`config.mk`:
```
export PLATFORM = sky130hd
export DESIGN_NAME = oam_dma_ctrl_flat
export DESIGN_NICKNAME = d
export VERILOG_FILES = /design/src/rtl/q2a03_pkg.sv /design/src/rtl/oam_dma_ctrl_if.sv /design/src/rtl/oam_dma_busmux.sv /design/src/rtl/oam_dma_ctrl.sv /design/src/flat_wrapper.sv
export SDC_FILE = /design/constraint.sdc
export NUM_CORES = 1
export LEC_CHECK = 0
export ABC_AREA = 1
export BUFFER_PORTS_ARGS = -buffer_cell sky130_fd_sc_hd__buf_2
export CORE_MARGIN = 3
export CORE_UTILIZATION = 45
export CTS_CLUSTER_SIZE = 16
export DETAILED_ROUTE_END_ITERATION = 7
export GPL_TIMING_DRIVEN = 0
export PLACE_DENSITY = 0.82
export SLEW_MARGIN = 40
export SYNTH_ARGS = -nofsm -noshare
export SYNTH_HDL_FRONTEND = slang
export SYNTH_SLANG_ARGS = --single-unit
```
`constraint.sdc`:
```
create_clock -name G_clock -period 1.4 [get_ports G_clock]
set_input_delay 0 -clock G_clock [delete_from_list [all_inputs] [get_ports G_clock]]
set_output_delay 0 -clock G_clock [all_outputs]
set_load 0.02 [all_outputs]
```
`src/rtl/q2a03_pkg.sv`:
```
// Shared types and register addresses for the Q2A03 sprite-DMA block.
// Imported by the controller, its bus multiplexer and the bus interface.
package q2a03_pkg;

  typedef logic [7:0]  reg8_type;
  typedef logic [15:0] addr16_type;

  typedef enum logic [2:0] {
    IDLE  = 3'd0,
    HALT  = 3'd1,
    ALIGN = 3'd2,
    GET   = 3'd3,
    PUT   = 3'd4
  } dma_state_t;

  localparam addr16_type DMA_REG_ADDR  = 16'h4014;
  localparam addr16_type OAM_DATA_ADDR = 16'h2004;

  // Only GET and PUT take the bus away from the core.
  function automatic logic dma_owns_bus(input dma_state_t st);
    return (st == GET) || (st == PUT);
  endfunction

endpackage

```
`src/rtl/oam_dma_ctrl_if.sv`:
```
// CPU-side and bus-side signals of the sprite-DMA arbiter.
// master = core/bus environment, slave = the DMA controller.
interface oam_dma_ctrl_if;
  import q2a03_pkg::*;

  addr16_type cpu_addr;
  reg8_type   cpu_wr_data;
  logic       cpu_rdwr;
  logic       cpu_ready;
  addr16_type bus_addr;
  reg8_type   bus_wr_data;
  logic       bus_rdwr;
  reg8_type   bus_rd_data;
  logic       dma_active;

  modport master (
    output cpu_addr, cpu_wr_data, cpu_rdwr, bus_rd_data,
    input  cpu_ready, bus_addr, bus_wr_data, bus_rdwr, dma_active
  );

  modport slave (
    input  cpu_addr, cpu_wr_data, cpu_rdwr, bus_rd_data,
    output cpu_ready, bus_addr, bus_wr_data, bus_rdwr, dma_active
  );

endinterface

```
`src/rtl/oam_dma_busmux.sv`:
```
// Combinational bus arbitration: DMA drives the bus in GET/PUT,
// otherwise the core's signals pass straight through.
module oam_dma_busmux
  import q2a03_pkg::*;
#(
  parameter addr16_type OAM_DATA_ADDR = q2a03_pkg::OAM_DATA_ADDR
) (
  input  dma_state_t i_state,
  input  reg8_type   i_page,
  input  reg8_type   i_idx,
  input  reg8_type   i_data_latch,
  input  addr16_type i_cpu_addr,
  input  reg8_type   i_cpu_wr_data,
  input  logic       i_cpu_rdwr,
  output addr16_type o_bus_addr,
  output reg8_type   o_bus_wr_data,
  output logic       o_bus_rdwr
);

  always_comb begin
    o_bus_addr    = i_cpu_addr;
    o_bus_wr_data = i_cpu_wr_data;
    o_bus_rdwr    = i_cpu_rdwr;
    if (dma_owns_bus(i_state)) begin
      o_bus_wr_data = i_data_latch;
      if (i_state == GET) begin
        o_bus_addr = {i_page, i_idx};
        o_bus_rdwr = 1'b1;
      end else begin
        o_bus_addr = OAM_DATA_ADDR;
        o_bus_rdwr = 1'b0;
      end
    end
  end

endmodule

```
`src/rtl/oam_dma_ctrl.sv`:
```
// Sprite-DMA sequencer: halts the core, copies one 256-byte page to the
// OAM data port as alternating get/put cycles, then returns the bus.
module oam_dma_ctrl
  import q2a03_pkg::*;
#(
  parameter addr16_type DMA_REG_ADDR  = q2a03_pkg::DMA_REG_ADDR,
  parameter addr16_type OAM_DATA_ADDR = q2a03_pkg::OAM_DATA_ADDR,
  parameter logic       PHASE_INIT    = 1'b0
) (
  input logic           G_clock,
  input logic           G_reset,
  input logic           G_cycle,
  input logic           G_ready,
  oam_dma_ctrl_if.slave bus_if
);

  dma_state_t r_state;
  reg8_type   r_page;
  reg8_type   r_idx;
  reg8_type   r_data_latch;
  logic       r_parity;

  always_ff @(posedge G_clock or negedge G_reset) begin
    if (!G_reset) begin
      r_state      <= IDLE;
      r_page       <= 8'h00;
      r_idx        <= 8'h00;
      r_data_latch <= 8'h00;
      r_parity     <= PHASE_INIT;
    end else if (G_cycle) begin
      r_parity <= ~r_parity;
      unique case (r_state)
        IDLE: begin
          if (!bus_if.cpu_rdwr && (bus_if.cpu_addr == DMA_REG_ADDR)) begin
            r_page  <= bus_if.cpu_wr_data;
            r_idx   <= 8'h00;
            r_state <= HALT;
          end
        end
        HALT: begin
          // The core only stalls on a read; the first get must land on parity 0.
          if (bus_if.cpu_rdwr) begin
            r_state <= r_parity ? GET : ALIGN;
          end
        end
        ALIGN: r_state <= GET;
        GET: begin
          r_data_latch <= bus_if.bus_rd_data;
          r_state      <= PUT;
        end
        PUT: begin
          if (r_idx == 8'hFF) begin
            r_state <= IDLE;
          end else begin
            r_idx   <= r_idx + 8'd1;
            r_state <= GET;
          end
        end
        default: r_state <= IDLE;
      endcase
    end
  end

  assign bus_if.cpu_ready  = G_ready & (r_state == IDLE);
  assign bus_if.dma_active = (r_state != IDLE);

  oam_dma_busmux #(
    .OAM_DATA_ADDR(OAM_DATA_ADDR)
  ) u_busmux (
    .i_state      (r_state),
    .i_page       (r_page),
    .i_idx        (r_idx),
    .i_data_latch (r_data_latch),
    .i_cpu_addr   (bus_if.cpu_addr),
    .i_cpu_wr_data(bus_if.cpu_wr_data),
    .i_cpu_rdwr   (bus_if.cpu_rdwr),
    .o_bus_addr   (bus_if.bus_addr),
    .o_bus_wr_data(bus_if.bus_wr_data),
    .o_bus_rdwr   (bus_if.bus_rdwr)
  );

endmodule

```
`src/flat_wrapper.sv`:
```
// flat-port wrapper written by rule: the top's interface ports become plain ports
module oam_dma_ctrl_flat import q2a03_pkg::*;
#(
  parameter addr16_type DMA_REG_ADDR  = q2a03_pkg::DMA_REG_ADDR,
  parameter addr16_type OAM_DATA_ADDR = q2a03_pkg::OAM_DATA_ADDR,
  parameter logic       PHASE_INIT    = 1'b0
)
  (G_clock, G_reset, G_cycle, G_ready, bus_if_cpu_addr, bus_if_cpu_wr_data, bus_if_cpu_rdwr, bus_if_bus_rd_data, bus_if_cpu_ready, bus_if_bus_addr, bus_if_bus_wr_data, bus_if_bus_rdwr, bus_if_dma_active);
  oam_dma_ctrl_if bus_if_i ();
  input logic G_clock;
  input logic G_reset;
  input logic G_cycle;
  input logic G_ready;
  input wire logic [$bits(bus_if_i.cpu_addr)-1:0] bus_if_cpu_addr;
  input wire logic [$bits(bus_if_i.cpu_wr_data)-1:0] bus_if_cpu_wr_data;
  input wire logic [$bits(bus_if_i.cpu_rdwr)-1:0] bus_if_cpu_rdwr;
  input wire logic [$bits(bus_if_i.bus_rd_data)-1:0] bus_if_bus_rd_data;
  output wire logic [$bits(bus_if_i.cpu_ready)-1:0] bus_if_cpu_ready;
  output wire logic [$bits(bus_if_i.bus_addr)-1:0] bus_if_bus_addr;
  output wire logic [$bits(bus_if_i.bus_wr_data)-1:0] bus_if_bus_wr_data;
  output wire logic [$bits(bus_if_i.bus_rdwr)-1:0] bus_if_bus_rdwr;
  output wire logic [$bits(bus_if_i.dma_active)-1:0] bus_if_dma_active;
  assign bus_if_i.cpu_addr = bus_if_cpu_addr;
  assign bus_if_i.cpu_wr_data = bus_if_cpu_wr_data;
  assign bus_if_i.cpu_rdwr = bus_if_cpu_rdwr;
  assign bus_if_i.bus_rd_data = bus_if_bus_rd_data;
  assign bus_if_cpu_ready = bus_if_i.cpu_ready;
  assign bus_if_bus_addr = bus_if_i.bus_addr;
  assign bus_if_bus_wr_data = bus_if_i.bus_wr_data;
  assign bus_if_bus_rdwr = bus_if_i.bus_rdwr;
  assign bus_if_dma_active = bus_if_i.dma_active;
  oam_dma_ctrl #(.DMA_REG_ADDR(DMA_REG_ADDR), .OAM_DATA_ADDR(OAM_DATA_ADDR), .PHASE_INIT(PHASE_INIT)) u_core (.G_clock(G_clock), .G_reset(G_reset), .G_cycle(G_cycle), .G_ready(G_ready), .bus_if(bus_if_i));
endmodule
```
==> results of run 1 <==
==> registers in the layout (all words and copies together) (netlist names) <==
name and cells:
u_core.r_idx 8, u_core.r_page 8, u_core.r_parity 1, u_core.r_state 3
u_core.r_data_latch 8
==> metal layers <==
metal | GRT usage (%) | part of all wire [%] | vias up
met1 | 32.9 | 36 | 1062
met5 | 1.25 | 0 | -
met2 | 41.8 | 49 | 151
met4 | 13.9 | 6.4 | 0
li1 | - | - | 1043
met3 | 4.21 | 8.5 | 45
==> cell families (layout without fill, tap and decap cells) <==
kind of cell    Yosys count  count (layout)
compound gates           18              18
mux                       8               8
flops                    28              28
fa+ha+maj                 1               1
simple gates            173             174
other cells               0               1
xor+xnor                  1               1
buf+inv                  29             138
==> cells in the mapped netlist, drive strengths merged <==
master,number
a22o,3
nand2,116
mux2,8
inv,24
dfrtp,28
nand3b,1
xor2,1
nor2,30
buf,4
o21ai,9
nor3b,1
nand3,24
o22a,1
ha,1
o211ai,1
nand4,1
clkbuf,1
a21oi,4
==> worst register-to-register path: stages (launching register included) <==
cell and delay [ns]:
dfrtp_1 0.41, buf_6 0.13, nor2_4 0.11, buf_4 0.13
buf_6 0.11, inv_2 0.05, nor2_2 0.10, nand2_2 0.11
inv_4 0.12, nand2_8 0.08, nand2_1 0.10, nand2_1 0.09
==> through the flow <==
| stage | instance area, um2 | power (uW) | instances | TNS [ns] |
|---|---|---|---|---|
| finish | 2940 | 5490 | 417 | -6.69 |
| global route | 2930 | 5770 | 416 | -9.36 |
| CTS | 2760 | 4950 | 410 | -4.85 |
| detailed placement | 2160 | 3360 | 369 | -4.11 |
| global placement | 2160 | 3310 | 369 | -2.40 |
| floorplan | 1780 | 2690 | 258 | 0 |
==> power by group through the flow <==
stage / clock, uW / sequential, uW / combinational (uW)
2_1_floorplan: 0 / 1110 / 1580
3_3_place_gp: 0 / 1140 / 2170
3_5_place_dp: 0 / 1150 / 2210
4_1_cts: 652 / 1140 / 3160
5_1_grt: 703 / 1180 / 3890
6_report: 659 / 1160 / 3680
==> how the worst max path moves through the flow <==
stage / endpoint / slack, ns / cells after the start
6_report: u_core.r_idx[7] / -0.25 / 11
3_5_place_dp: bus_if_bus_addr[13] / -0.20 / 7
2_1_floorplan: bus_if_bus_addr[7] / 0.01 / 6
5_1_grt: u_core.r_idx[7] / -0.31 / 11
4_1_cts: bus_if_bus_addr[13] / -0.21 / 8
3_3_place_gp: bus_if_bus_addr[13] / -0.13 / 7
==> layout make-up <==
| class | count | area [um2] |
|---|---|---|
| Buffer | 5 | 45.0 |
| Tap cell | 48 | 60.1 |
| Fill cell | 228 | 808 |
| Clock inverter | 1 | 30.0 |
| Antenna cell | 1 | 2.50 |
| Timing Repair inverter | 1 | 7.51 |
| Multi-Input combinational cell | 202 | 1130 |
| Sequential cell | 28 | 703 |
| Inverter | 24 | 105 |
| Clock buffer | 3 | 41.3 |
| Timing Repair Buffer | 104 | 806 |
==> repair_timing <==
action                                  4_1_cts  5_1_grt
endpoints found under the setup margin       43       53
cloned                                        3        0
hold buffers                                 18        0
pin swaps                                    13       12
buffers inserted                             16        8
hold endpoints to repair                     45        0
gates resized for setup                      70       44
==> metrics, run 1 <==
max_cap viols 0; worst path cell trace buf_6 -> nor2_4 -> buf_4 -> buf_6 -> inv_2 -> nor2_2 -> nand2_2 -> inv_4 -> nand2_8 -> nand2_1 -> nand2_1; Critical Path AT 1.82 ns; DRT antenna net count 0; Synth Area in Adders less than 1%; Final Hold Viols 0; GPL Wtd Cong ~0.86; DR WL/cell about 17 um; initial antenna violation count 0; Post-Syn Area around 1800 um2; Worst-path clk slew around 0.10 ns; Clock Skew 0.00309 ns; Initial Util around 48%; Port-buffer cells 63; post-synthesis xor/xnor area fraction 0.491%; largest net degree at the start of global routing 29; fin crit share 118%; RSZ-0062 raised after global routing true; sw frac around 46%; number of global-route vias before repair a little under 2000; Die Wd 68.9 um; slowest CP cell dfrtp_1; final worst slack -0.251 ns; worst path buffer plus inverter count 5; DRC violations left 0; share of cells above drive strength 1 a little over two fifths; multiplexer share of the synthesized area 5.05%; Avg Vias per Cell about 5.5; Worst-Skew Late Latency 0.28 ns; Boundary Pins 64; Synth Area in Compound Gates 6.25%; Pleak around 0.0016 uW; register area share after synthesis 39.3%; fin nets between 400 and 500; total gr overflow 0; CTS tree done; reg2reg end u_core.r_idx[7]; combinational power share 67.0%; internal power about 3000 uW; gr usage total between 20% and 30%; root buffer cell clkbuf_8; Cell Rows 22; clock share of power a little under an eighth; post-synth cell types 27; Critical Path Fanout Max 8; Worst VDD drop around 0.0011 V; Finished Core Util between 70% and 80%; critical path's largest stage delay 0.41 ns; top cell type's share of synthesized area between 30% and 40%; Syn Area/Cell around 6.9 um2; Syn. warnings 0; CP Launch Type flop; maximum clock rate between 0.6 and 0.7 GHz; Worst Setup SP u_core.r_state[0]; die area ~4800 um2; PD cells ~1900 nW/um2; kind of cell adding the most delay to the critical path simple AND/OR/NAND/NOR gates; largest family of logic cells by synthesized area simple AND/OR/NAND/NOR gates; DR pass1 iterations 6; Clock H-tree levels 1; Core ar. ~3700 um2; biggest area consumer among synthesized cells dfrtp_1; final WL 6950 um; CTS Sinks 28; HPWL after DPL 3360 um; Synth Area in Simple Gates 41.1%; die height just under 70 um; Reg2Reg Depth 11; outcome finished, violations left; first-pass GRT wire length 9070 um; net switching power 2500 uW; Layout area overhead 64.6%; Reg power frac about a fifth; synthesized net count 296; violated checks setup timing; Period minus WS final 1.65 ns; CP Capture Type flop; vias between 2000 and 2500; worst slew pin tran between 0.6 and 0.7 ns; Hold WC Path Type in2async; CTS Buffer Depth 2; Req. time, crit path approximately 1.6 ns; First DRT Iteration DRCs 270; pre-CTS setup slack -0.197 ns; Synth area leaders dfrtp_1 (39%), nand2_1 (23%), nand3_1 (6.7%), nor2_1 (5.5%), mux2_2 (5.1%); Slew headroom between 50% and 60%; Reg2Reg Setup Slack -0.25 ns; total CTS buffers 3; commonest non-fill, non-tap cells in the layout nand2_1 (87), buf_2 (41), dfrtp_1 (26); Hold WS between 0.2 and 0.3 ns; Finish-stage setup viols between 40 and 50; crit path kind reg2reg; flip-flop and latch count after synthesis 28; max-slew violations 0; worst r2r src u_core.r_state[0]; most common cell after layout, fill and taps aside nand2_1; Cells after Synth between 200 and 300
No activity file was read; power rests on OpenSTA's default activity.
==> run 2, diff against run 1 <==
--- a/config.mk
+++ b/config.mk
@@ -7,12 +7,12 @@
 export LEC_CHECK = 0
 export ABC_AREA = 1
 export BUFFER_PORTS_ARGS = -buffer_cell sky130_fd_sc_hd__buf_2
-export CORE_MARGIN = 3
-export CORE_UTILIZATION = 45
+export CORE_MARGIN = 2
+export CORE_UTILIZATION = 50
 export CTS_CLUSTER_SIZE = 16
 export DETAILED_ROUTE_END_ITERATION = 7
 export GPL_TIMING_DRIVEN = 0
-export PLACE_DENSITY = 0.82
+export PLACE_DENSITY = 0.86
 export SLEW_MARGIN = 40
 export SYNTH_ARGS = -nofsm -noshare
 export SYNTH_HDL_FRONTEND = slang
==> constraint.sdc (replaced) <==
create_clock -name G_clock -period 1.8 [get_ports G_clock]
set_input_delay 0 -clock G_clock [delete_from_list [all_inputs] [get_ports G_clock]]
set_output_delay 0 -clock G_clock [all_outputs]
set_load 0.02 [all_outputs]
==> metrics, run 2 (same netlist as run 1, synthesis figures left out) <==
met2 wire len 2590 um (-24%); gr usage total 26.4% (+0.48 points); Reg2Reg Depth 6 (-5); total CTS buffers 3 (unchanged); DRC violations left 0 (unchanged); max_cap viols 0 (unchanged); CTS tree done; Core ar. 3390 um2 (-9.5%); antenna diode count 0 (-1); First DRT Iteration DRCs 109 (-60%); most common cell after layout, fill and taps aside nand2_1; Initial Util 52.6% (+5.0 points); maximum clock rate about 0.57 GHz; first-pass GRT wire length 8440 um (-6.9%); fin nets 386 (-5.2%); Finish-stage setup viols 0 (-100%); Worst-path clk slew 0.17 ns (+0.07 ns); DR pass1 iterations 4 (-2); root buffer cell clkbuf_4; DRT antenna net count 0 (unchanged); critical path's largest stage delay 0.47 ns (+0.06 ns); fin crit share just under 100%; WL met3 393 um (-33%); CP Launch Type flop; Pleak 0.00137 uW (-12%); Worst VDD drop 0.00100 V (-9.7%); worst path buffer plus inverter count 3 (-2); final worst slack 0.0321 ns (+0.283 ns); Slew headroom 58.9% (+1.3 points); slowest CP cell dfrtp_1; crit path kind reg2out; Hold WC Path Type in2async; Critical Path Fanout Max 10 (+2); Worst-Skew Late Latency 0.34 ns (+0.06 ns); cell mode on critical path nand2_1; GPL Wtd Cong 0.906 (+6.0%); Cells after DPL 367 (-0.54%); Cell Rows 21 (-4.5%); uppermost routed layer met4; met1 WL 2040 um (-19%); worst slew pin tran 0.616 ns (-0.0194 ns); Port-buffer cells 63 (unchanged); CP Capture Type output port; top flop regs u_core.r_data_latch: 8 flops, u_core.r_idx: 8 flops, u_core.r_page: 8 flops; Boundary Pins 64 (unchanged); Final Hold Viols 0 (unchanged); Req. time, crit path 1.80 ns (+0.23 ns); HPWL after DPL 3380 um (+0.83%); Final Power 3260 uW (-41%); Clock H-tree levels 1 (unchanged); CTS Sinks 28 (unchanged); Layout area overhead 38.0%; Clock Skew 0.0163 ns (+0.0132 ns); pre-CTS setup slack 0.240 ns (+0.437 ns); share of cells above drive strength 1 28.8% (-14 points); Period minus WS final 1.77 ns; total gr overflow 0 (unchanged); final WL 5150 um (-26%); outcome complete, no violations; kind of cell adding the most delay to the critical path simple AND/OR/NAND/NOR gates; initial antenna violation count 0 (unchanged); die area 4060 um2 (-15%); PD cells 1320 nW/um2 (-29%); Avg Vias per Cell 5.12 (-7.1%); Critical Path AT 1.77 ns (-0.05 ns); die height 63.7 um (-7.6%); vias 2014 (-12%); max-slew violations 0 (unchanged); number of global-route vias before repair 1871 (-4.1%); Final Cell Area 2460 um2 (-16%); commonest non-fill, non-tap cells in the layout nand2_1 (109), buf_2 (60), dfrtp_1 (27); DP Area 2160 um2 (-0.12%); largest net degree at the start of global routing 29 (unchanged); worst path cell trace nand2_2 -> nor2_4 -> inv_4 -> nand2_8 -> buf_6 -> nand2_1 -> nand2_1 -> buf_2; final non-filler cell total 393 (-5.8%); DR WL/cell 13.1 um (-21%); Die Wd 63.7 um (-7.6%); Levels on crit path 8 (-3); CTS Buffer Depth 2 (unchanged)
-- run 2: final timing paths --
check	start	end	slack [ns]
worst max-delay path	u_core.r_state[1]	bus_if_bus_wr_data[2]	0.03
worst min-delay path	G_reset	u_core.r_idx[6]	0.17
worst max register to register	u_core.r_state[2]	u_core.r_page[1]	0.26
worst min register to register	u_core.r_parity	u_core.r_parity	0.48
max in group asynchronous	G_reset	u_core.r_state[0]	1.20
min in group G_clock	bus_if_cpu_rdwr	u_core.r_state[1]	0.17
-- run 2: area by class of cell --
cell class,instances,area (um2)
Sequential cell,28,702
Timing Repair Buffer,86,541
Buffer,4,30.0
Clock buffer,3,22.5
Clock inverter,1,30.0
Multi-Input combinational cell,201,981
Fill cell,255,928
Tap cell,46,57.6
Inverter,24,97.6
-- run 2: power breakdown --
part           switching (uW)  internal (uW)  total [uW]  leakage, uW
registers                 128            771         899     0.000371
logic                    1220            711        1930     0.000973
clock network             199            225         425    0.0000279
total                    1550           1710        3260      0.00137
-- run 2: timing repair --
item	in CTS	in global routing
buffers inserted	1	4
hold endpoints to repair	45	0
pin swaps	0	2
hold buffers	18	0
setup endpoints to repair	20	18
resized for setup	7	10
-- run 2: layer usage --
layer / GRT usage, % / up-vias
li1: - / 993
met1: 32.2 / 910
met2: 46.2 / 96
met3: 3.75 / 15
met4: 11.1 / 0
met5: 0 / -
-- run 2: through the flow --
step           util (%)  TNS, ns  hold WS [ns]
2_1_floorplan         -        0        -0.296
3_3_place_gp       63.6        0        0.0479
3_5_place_dp       63.6        0        0.0460
4_1_cts            71.3        0         0.175
5_1_grt            72.6  -0.0497         0.216
6_report           72.6        0         0.168
